--- src/rtl/uart_tx.sv ---
// 8N1/8N2 UART transmitter with a valid/ready byte input.
// One start bit, eight data bits LSB first, then STOP_BITS stop bits.
module uart_tx #(
  parameter int CLK_FREQ  = 50_000_000,
  parameter int BAUD_RATE = 115_200,
  parameter int STOP_BITS = 1
) (
  input  logic       clk,
  input  logic       rst_n,
  input  logic [7:0] uart_data,
  input  logic       uart_valid,
  output logic       uart_ready,
  output logic       tx,
  output logic       busy,
  output logic       tx_done
);

  localparam int CLKS_PER_BIT = CLK_FREQ / BAUD_RATE;
  localparam int CW           = (CLKS_PER_BIT > 1) ? $clog2(CLKS_PER_BIT) : 1;
  localparam logic [CW-1:0] CNT_LAST  = CW'(CLKS_PER_BIT - 1);
  localparam logic [2:0]    STOP_LAST = 3'(STOP_BITS - 1);

  typedef enum logic [1:0] {IDLE, START, DATA, STOP} state_t;

  state_t          state, state_nxt;
  logic [CW-1:0]   baud_cnt, baud_nxt;
  logic [2:0]      bit_idx, idx_nxt;
  logic [7:0]      shreg, sh_nxt;
  logic            tx_nxt, ready_nxt;
  logic            accept, bit_end;

  assign accept  = uart_valid && uart_ready;
  assign bit_end = (baud_cnt == CNT_LAST);
  assign busy    = (state != IDLE);

  always_ff @(posedge clk or negedge rst_n) begin
    if (!rst_n) begin
      state      <= IDLE;
      baud_cnt   <= '0;
      bit_idx    <= '0;
      shreg      <= '0;
      tx         <= 1'b1;
      uart_ready <= 1'b0;
    end else begin
      state      <= state_nxt;
      baud_cnt   <= baud_nxt;
      bit_idx    <= idx_nxt;
      shreg      <= sh_nxt;
      tx         <= tx_nxt;
      uart_ready <= ready_nxt;
    end
  end

  // bit_idx counts data bits in DATA and is reused to count stop bits in STOP.
  always_comb begin
    state_nxt = state;
    baud_nxt  = baud_cnt;
    idx_nxt   = bit_idx;
    sh_nxt    = shreg;
    tx_nxt    = tx;
    tx_done   = 1'b0;
    case (state)
      IDLE: begin
        baud_nxt = '0;
        idx_nxt  = '0;
        tx_nxt   = 1'b1;
        if (accept) begin
          state_nxt = START;
          sh_nxt    = uart_data;
          tx_nxt    = 1'b0;
        end
      end
      START: begin
        if (bit_end) begin
          baud_nxt  = '0;
          state_nxt = DATA;
          tx_nxt    = shreg[0];
        end else begin
          baud_nxt = baud_cnt + 1'b1;
        end
      end
      DATA: begin
        if (bit_end) begin
          baud_nxt = '0;
          if (bit_idx == 3'd7) begin
            state_nxt = STOP;
            idx_nxt   = '0;
            tx_nxt    = 1'b1;
          end else begin
            idx_nxt = bit_idx + 3'd1;
            sh_nxt  = {1'b0, shreg[7:1]};
            tx_nxt  = shreg[1];
          end
        end else begin
          baud_nxt = baud_cnt + 1'b1;
        end
      end
      STOP: begin
        tx_nxt = 1'b1;
        if (bit_end) begin
          baud_nxt = '0;
          if (bit_idx == STOP_LAST) begin
            state_nxt = IDLE;
            idx_nxt   = '0;
            tx_done   = 1'b1;
          end else begin
            idx_nxt = bit_idx + 3'd1;
          end
        end else begin
          baud_nxt = baud_cnt + 1'b1;
        end
      end
      default: state_nxt = IDLE;
    endcase
    // Ready follows the state being entered, so it drops on the accept edge.
    ready_nxt = (state_nxt == IDLE);
  end

endmodule

--- config.mk ---
export PLATFORM = sky130hd
export DESIGN_NAME = uart_tx
export DESIGN_NICKNAME = d
export VERILOG_FILES = /design/src/rtl/uart_tx.sv
export SDC_FILE = /design/constraint.sdc
export NUM_CORES = 1
export LEC_CHECK = 0
export CAP_MARGIN = 30
export CELL_PAD_IN_SITES_DETAIL_PLACEMENT = 0
export CELL_PAD_IN_SITES_GLOBAL_PLACEMENT = 1
export CORE_AREA = 3 3 63 65
export CTS_CLUSTER_DIAMETER = 150
export DETAILED_ROUTE_END_ITERATION = 7
export DIE_AREA = 0 0 66 68
export PLACE_DENSITY = 0.82
export REMOVE_ABC_BUFFERS = 1
export SYNTH_ARGS = -nofsm -noshare
export SYNTH_HDL_FRONTEND = slang
export SYNTH_SLANG_ARGS = --single-unit
--- constraint.sdc ---
create_clock -name clk -period 1.65 [get_ports clk]
set_input_delay 0.165 -clock clk [delete_from_list [all_inputs] [get_ports clk]]
set_output_delay 0.165 -clock clk [all_outputs]
set_load 0.05 [all_outputs]
## Word-level counts from Yosys, hierarchy flattened

Index checks and enable logic that the tools add are counted.

- $add $sub $neg: 2
- Eq/ne operators: 10
- Multiplexer cells: 26
- Reductions and logical operators: 11

Operators by type and width:

| operator | number |
|---|---|
| $mux 8 | 3 |
| $pmux 9 s2 | 1 |
| $pmux 8 s2 | 1 |
| $mux 2 | 6 |
| $mux 3 | 4 |
| $ne 2x2->1 const B | 5 |
| $add 9x1->9 const B | 1 |
| $eq 9x9->1 const B | 1 |
| $mux 9 | 1 |
| $pmux 3 s3 | 1 |
| $pmux 2 s4 | 1 |
| $mux 1 | 7 |
| $eq 2x2->1 const B | 2 |
| $logic_not 2->1 | 2 |
| $pmux 1 s4 | 1 |
| $reduce_and 4->1 | 1 |
| $reduce_bool 2->1 | 2 |
| $add 3x1->3 const B | 1 |
| $eq 3x3->1 const B | 1 |
| $logic_not 3->1 | 1 |
| $reduce_and 3->1 | 1 |
| $reduce_bool 3->1 | 1 |
| $reduce_or 3->1 | 1 |
| $eq 2x1->1 const B | 1 |
| 2 further kinds | 2 |

- Register bits: 24
- Input bits: 11
- Output and inout bits: 4

## Longest topological paths before layout

Gate-level depths: netlist of the first run.

- Depth in word-level cells: 5
- Depth in mapped cells: 7
- Depth with buffers taken out: 6

## Worst setup path after synthesis of the first run

OpenSTA, ideal clock, no wires.

- Path kind: reg2reg
- From: register baud_cnt[1]
- To: register state[1]
- Data arrival time: 2.026 ns
- Required time: 1.492 ns
- Slack: -0.534 ns
- Stages on the path, launching flop included: 8
- Path buffers: 1
- Cell sequence: dfrtp_1 inv_1 ha_1 nand4b_1 or4_4 buf_6 nor3_2 nor2_1

- Longest elaborated chain between the ends: 3
- Elaborated cells on any way between the ends: 5
- Classes of those cells: eq/ne (1); mux (4)

Ends and longest elaborated chain:

| what | line | RTL |
|---|---|---|
| start, declared | 26 | `logic [CW-1:0] baud_cnt, baud_nxt;` |
| start signal, assigned | 46 | `baud_cnt <= baud_nxt;` |
| $eq 9x9->1 * | 33 | `assign bit_end = (baud_cnt == CNT_LAST);` |
| $mux 2 (on tied branches) | 100, 74, 83 |  |
| $pmux 2 s4 * | 62 | `case (state)` |
| named net state_nxt[1] | 25 | `state_t state, state_nxt;` |
| end signal, assigned | 45 | `state <= state_nxt;` |
| end, declared | 25 |  |

Mark *: on every way through the listed nets, which the timed path passes. The rest lies on a longest branch.
A chain may end at the register's enable or synchronous reset.

## Worst setup path in the final report of the first run

- From: register baud_cnt[1]
- To: output tx_done

- Longest elaborated chain between the ends: 3

Ends and longest elaborated chain:

| what | line | RTL |
|---|---|---|
| $eq 9x9->1 | 33 |  |
| $mux 1 | 100 | `if (bit_end) begin` |
| $mux 1 | 62 |  |
| end, declared | 15 | `output logic tx_done` |

No other way between the ends.

==> results of run 1 <==
==> timing repair <==
item	CTS	global route
setup buffers	4	2
endpoints found under the setup margin	21	22
resized for setup	8	16
pin swaps	2	1
==> power by group <==
group	leakage, nW	total (mW)	internal (mW)	switching, mW
clock	0.0210	0.320	0.135	0.185
combinational	0.435	0.804	0.409	0.395
sequential	0.297	0.897	0.773	0.124
==> registers in the layout, indices dropped and copies added, names as in the netlist <==
name        cells
uart_ready      1
tx              1
bit_idx         3
shreg           8
baud_cnt        9
state           2
==> cell type report <==
cell class              count  area (um^2)  area share [%]
inverters                   8         30.0            1.69
multi-input cells          94          713            40.2
well taps                  46         57.6            3.24
flip-flops and latches     24          603            34.0
clock buffers               4         36.3            2.05
repair buffers             38          334            18.8
==> layout by cell type, fill, tap and decap left out, drive strengths merged, types with 2 or more instances in the layout <==
master	instances
nor2	11
nand2b	2
nand2	7
mux2	2
inv	8
nand3b	2
o21ai	3
ha	5
nor3	2
nand3	6
buf	28
xnor2	3
o22ai	8
nor2b	2
nor4	2
a21oi	15
nand4b	2
dfrtp	23
a2bb2oi	8
clkbuf	4
clkdlybuf4s50	10
a21boi	4
==> synth_stat cells (3+ instances only) <==
library cell	n
sky130_fd_sc_hd__a2bb2oi_1	8
sky130_fd_sc_hd__nor2_1	11
sky130_fd_sc_hd__ha_1	5
sky130_fd_sc_hd__nand2_1	6
sky130_fd_sc_hd__inv_1	8
sky130_fd_sc_hd__a21oi_1	15
sky130_fd_sc_hd__a21boi_0	3
sky130_fd_sc_hd__xnor2_1	3
sky130_fd_sc_hd__o21ai_0	3
sky130_fd_sc_hd__nand3_1	6
sky130_fd_sc_hd__dfrtp_1	23
sky130_fd_sc_hd__o22ai_1	8
==> final timing paths <==
check | slack (ns) | to | cells past startpoint
worst max-delay path | -0.44 | tx_done | 6
worst min-delay path | 0.17 | bit_idx[2] | 2
worst max register to register | -0.39 | shreg[4] | 9
worst min register to register | 0.53 | shreg[7] | 2
max in group asynchronous | 1.19 | tx | 2
min in group clk | 0.42 | shreg[7] | 2
==> through the flow <==
step / hold slack (ns) / utilization, %
after global routing: 0.189 / 52.3
after detailed placement: 0.513 / 47.4
after floorplan: -0.131 / -
after CTS: 0.181 / 50.3
after global placement: 0.505 / 47.4
final: 0.173 / 52.3
==> logic make-up (layout without fill, tap and decap cells) <==
logic type | count (synthesis) | count (layout)
fa+ha+maj | 5 | 5
xor+xnor | 3 | 3
mux | 2 | 2
flops | 24 | 24
buf+inv | 13 | 50
compound gates | 43 | 43
simple gates | 41 | 41
==> routing by layer <==
metal	wire length, um	part of all wire (%)	up-vias
met5	0	0	-
met4	29	0.90	0
met3	85	2.6	4
met2	1710	53	20
met1	1400	44	579
li1	-	-	554
==> worst max-delay path: stages (launching register included) <==
cell and delay [ns]:
sky130_fd_sc_hd__dfrtp_1 0.40, sky130_fd_sc_hd__inv_1 0.07, sky130_fd_sc_hd__ha_2 0.18, sky130_fd_sc_hd__nand4b_1 0.14
sky130_fd_sc_hd__or4_4 0.48, sky130_fd_sc_hd__nor3_4 0.19, sky130_fd_sc_hd__buf_12 0.17
==> results.toml, run 1 <==
[place]
place_ws_ns = -0.195
dp.final_hpwl_um = 2250
placed_cell_area_mm2 = 0.00161
gp_congestion = 0.839
placed_cell_count = 205
io_buffers = 14

[synth]
synth-simple-area-share_pct = 17.8
count_of_flip_flops_with_a_built_in_enable_after_synthesis = 0
synthDominantCellAreaShare_pct = 44.5
synth_compound_gate_area_share_pct = 22.5
async_flop_share_pct = 100
avgSynthCellArea_um2 = 9.88
netlist_top_cells_area = "sky130_fd_sc_hd__dfrtp_1 (44%), sky130_fd_sc_hd__a21oi_1 (5.8%), sky130_fd_sc_hd__a2bb2oi_1 (5.4%)"
yosys_warnings = 0
synth.cell_area_mm2 = 0.00129
synth_top_family_by_area = "compound AO/OA/AOI/OAI gates"
netlist-cell-type-count = 36
yosys.area_share.xor_xnor_pct = 2.03
synth-adder-area-share_pct = 4.84
post_synth_mux_area_share_pct = 1.74
synth_seq_area_share_pct = 46.5
post-synth-top-area-cell = "sky130_fd_sc_hd__dfrtp_1"
synth_seq_cells = 24
synth-main-ff-cell = "sky130_fd_sc_hd__dfrtp_1"
synth_cells = 131

[drt]
firstDrtPassIters = 4
ant_nets = 0
route.detailed.drc = 0
via_per_inst = 5.41
detailed_route_via_count = 1157
routedWlPerCell_um = 15.1
routed_wl_um = 3220
iteration_0_drc_markers = 57

[grt]
grt_use_met1_pct = 17.7
grt_pass1_vias = 1096
met3_usage_pct = 3.45
grt.met2_usage_pct = 25.7
global_route.peak_usage_layer = "met2"
initial_antenna_violation_count = 0
grtUsageTotal_pct = 14.3
largest_net_degree_at_the_start_of_global_routing = 25
wire_length_of_the_first_global_routing_pass_um = 4920
overflow_left_after_global_routing = 0

[timing]
finalClockSkew_ns = 0.0179
grt_setup_unrepaired = "true"
period_minus_slack_ns = 2.09
timing.final.setup_violations = 21
final_critical_path_setup_slack_ns = -0.442
post-route-period-util_pct = 127
maxSlewViolCount = 0
achievable-frequency_ghz = 0.478
setup-tns-final_ns = -6.43
worstMarginPinSlew_ns = 0.348
timing.slew.headroom_pct = 76.7
hold_viol = 0

[power_and_ir_drop]
p_leak_nw = 0.754
ir_drop_mv = 0.689
power.total_mw = 2.02
power_density_mw_per_mm2 = 1140

[clocking]
cts_hold_repair.buffers = 0
cts_made_buffers = 3
clock_latency_at_the_later_pin_of_the_worst_skew_pair_ns = 0.32
clk_pin_slew_worst_paths_ns = 0.15
numClockSinks = 24
h-tree-depth = 1
clock_tree.root_cell = "sky130_fd_sc_hd__clkbuf_4"
clockBufferDepth = 2
cts_tree = "done"

[hold_path]
worst_hold_path_type = "in -> async"

[final_layout]
number_of_nets_in_the_finished_design = 185
fillers = 311
post_layout_nonfiller_instances = 214
antenna-diode-count = 0
drive_gt1_share_pct = 32.7
syn2layout_area_growth_pct = 37.1
stdcell_area_mm2 = 0.00177

[die]
floorplan.initialDensity_pct = 38.2
die_width_um = 66
std_cell_rows = 21
num_io_pins = 15
die_area_mm2 = 0.00449
chipHeight_um = 68
core_mm2 = 0.00339

[critical_path]
cp_data_arrival_time_ns = 1.93
critPathLaunchType = "flip-flop"
cp_max_fo = 2
worst_setup_path_end_kind = "output pin"
critical_path.reg2reg.startpoint = "baud_cnt[1]"
worst-endpoint-required_ns = 1.48
cp-startpoint = "baud_cnt[1]"
setup.worst_path.class = "reg -> out"

[outcome]
violations_in_the_final_reports = "setup timing"
outcome = "finished, violations left"

[flow_run]
timing.max_cap.violations = 0
Note: power is estimated with default switching activity, not from simulation.
==> run 2, diff against run 1 <==
--- a/config.mk
+++ b/config.mk
@@ -8,10 +8,10 @@
 export CAP_MARGIN = 30
 export CELL_PAD_IN_SITES_DETAIL_PLACEMENT = 0
 export CELL_PAD_IN_SITES_GLOBAL_PLACEMENT = 1
-export CORE_AREA = 3 3 63 65
+export CORE_AREA = 2 2 62 64
 export CTS_CLUSTER_DIAMETER = 150
 export DETAILED_ROUTE_END_ITERATION = 7
-export DIE_AREA = 0 0 66 68
+export DIE_AREA = 0 0 64 66
 export PLACE_DENSITY = 0.82
 export REMOVE_ABC_BUFFERS = 1
 export SYNTH_ARGS = -nofsm -noshare
==> results.toml, run 2 (synthesized netlist as in run 1, its figures left out) <==
[drt]
routedWlPerCell_um = 14.3
ant_nets = 0
via_per_inst = 5.42
route.detailed.drc = 0
firstDrtPassIters = 4
detailed_route_via_count = 1187
routed_wl_um = 3120
iteration_0_drc_markers = 48

[timing]
period_minus_slack_ns = 2.10
grt_setup_unrepaired = "true"
maxSlewViolCount = 0
timing.slew.headroom_pct = 78.1
timing.final.setup_violations = 16
final_critical_path_setup_slack_ns = -0.446
worstMarginPinSlew_ns = 0.327
achievable-frequency_ghz = 0.477
finalClockSkew_ns = 0.000913
post-route-period-util_pct = 127
hold_viol = 0

[clocking]
clock_tree.root_cell = "sky130_fd_sc_hd__clkbuf_4"
cts_tree = "done"
h-tree-depth = 1
numClockSinks = 24
clock_latency_at_the_later_pin_of_the_worst_skew_pair_ns = 0.31
cts_made_buffers = 3
clk_pin_slew_worst_paths_ns = 0.13
clockBufferDepth = 2

[power_and_ir_drop]
ir_drop_mv = 0.488
power_density_mw_per_mm2 = 1130
power.total_mw = 2.02
p_leak_nw = 0.763

[critical_path]
worst_setup_path_end_kind = "output pin"
cp-startpoint = "baud_cnt[1]"
setup.worst_path.class = "reg -> out"
cp_data_arrival_time_ns = 1.93
worst-endpoint-required_ns = 1.48
critPathLaunchType = "flip-flop"
critical_path.reg2reg.startpoint = "baud_cnt[1]"
cp_max_fo = 2

[die]
std_cell_rows = 22
die_area_mm2 = 0.00422
num_io_pins = 15
chipHeight_um = 66
core_mm2 = 0.00355
floorplan.initialDensity_pct = 36.4
die_width_um = 64

[hold_path]
worst_hold_path_type = "in -> async"

[outcome]
outcome = "finished, violations left"
violations_in_the_final_reports = "setup timing"

[final_layout]
largest_registers = "baud_cnt x9, shreg x8, bit_idx x3"
fillers = 326
antenna-diode-count = 0
syn2layout_area_growth_pct = 38.2
number_of_nets_in_the_finished_design = 188
drive_gt1_share_pct = 31.0
largest_register = "baud_cnt"
leading_cell_types_in_the_layout_fill_and_taps_excluded = "sky130_fd_sc_hd__buf_4 (28), sky130_fd_sc_hd__dfrtp_1 (23), sky130_fd_sc_hd__a21oi_1 (15)"
largest_register_ffs = 9
post_layout_nonfiller_instances = 219
most_common_library_cell_in_the_layout_ignoring_fill_and_taps = "sky130_fd_sc_hd__buf_4"

[grt]
overflow_left_after_global_routing = 0
largest_net_degree_at_the_start_of_global_routing = 25
wire_length_of_the_first_global_routing_pass_um = 5240
grt_pass1_vias = 1122
grtUsageTotal_pct = 16.0
initial_antenna_violation_count = 0

[flow_run]
timing.max_cap.violations = 0

[place]
gp_congestion = 0.867
io_buffers = 14
dp.final_hpwl_um = 2240
placed_cell_count = 210
[run 2: changes by cell type in the layout (fill, tap and decap cells not counted), sizes merged]
cell	before	now
buf	28	31
[run 2: what timing repair did]
action	in CTS	in global routing
hold buffers	0	0
resized for setup	8	8
cloned	0	0
pin swaps	5	3
setup buffers	2	3
hold endpoints to repair	0	0
setup endpoints to repair	16	21
[run 2: area by class of cell]
type | instances | area, um^2 | area share [%]
Inverter | 8 | 30.0 | 1.68
Sequential cell | 24 | 602 | 33.7
Multi-Input combinational cell | 94 | 698 | 39.0
Timing Repair Buffer | 41 | 362 | 20.2
Tap cell | 48 | 60.1 | 3.36
Clock buffer | 4 | 36.3 | 2.03
[run 2: critical path, cell delays in order (launching register included)]
cell                       delay [ns]
sky130_fd_sc_hd__dfrtp_1         0.41
sky130_fd_sc_hd__inv_1           0.06
sky130_fd_sc_hd__ha_2            0.16
sky130_fd_sc_hd__nand4b_1        0.12
sky130_fd_sc_hd__or4_4           0.46
sky130_fd_sc_hd__nor3_4          0.24
sky130_fd_sc_hd__buf_12          0.17
[run 2: worst paths after layout]
kind	end	slack, ns	cells past startpoint
hold reg to reg	shreg[7]	0.54	2
hold / removal	baud_cnt[8]	0.19	2
setup reg to reg	tx	-0.26	7
min in group clk	shreg[7]	0.39	2
max in group asynchronous	tx	1.16	2
setup / recovery	tx_done	-0.45	6
[run 2: power by group]
group	internal, mW	switching, mW	total, mW	leakage [nW]
Clock	0.135	0.180	0.315	0.0210
Sequential	0.773	0.122	0.894	0.299
Combinational	0.416	0.389	0.806	0.443
Total	1.32	0.691	2.02	0.763
[run 2: layer usage]
| metal | vias to the layer above | global-route usage [%] | part of all wire (%) | wire, um |
|---|---|---|---|---|
| met1 | 590 | 20.6 | 44 | 1380 |
| met4 | 0 | 7.34 | 2.0 | 63 |
| met3 | 6 | 2.21 | 2.6 | 82 |
| li1 | 563 | - | - | - |
| met2 | 28 | 26.7 | 51 | 1600 |
| met5 | - | 0 | 0 | 0 |
[run 2: per-stage QoR]
stage	setup TNS [ns]	util (%)	worst slack, ns	instance area [um^2]	hold slack (ns)
after floorplan	-2.77	-	-0.480	1260	-0.131
after global placement	-0.824	46.0	-0.140	1630	0.498
after detailed placement	-1.58	46.0	-0.204	1630	0.505
after CTS	-4.48	48.3	-0.468	1720	0.195
after global routing	-5.29	50.4	-0.551	1790	0.206
final	-3.68	50.4	-0.446	1790	0.195
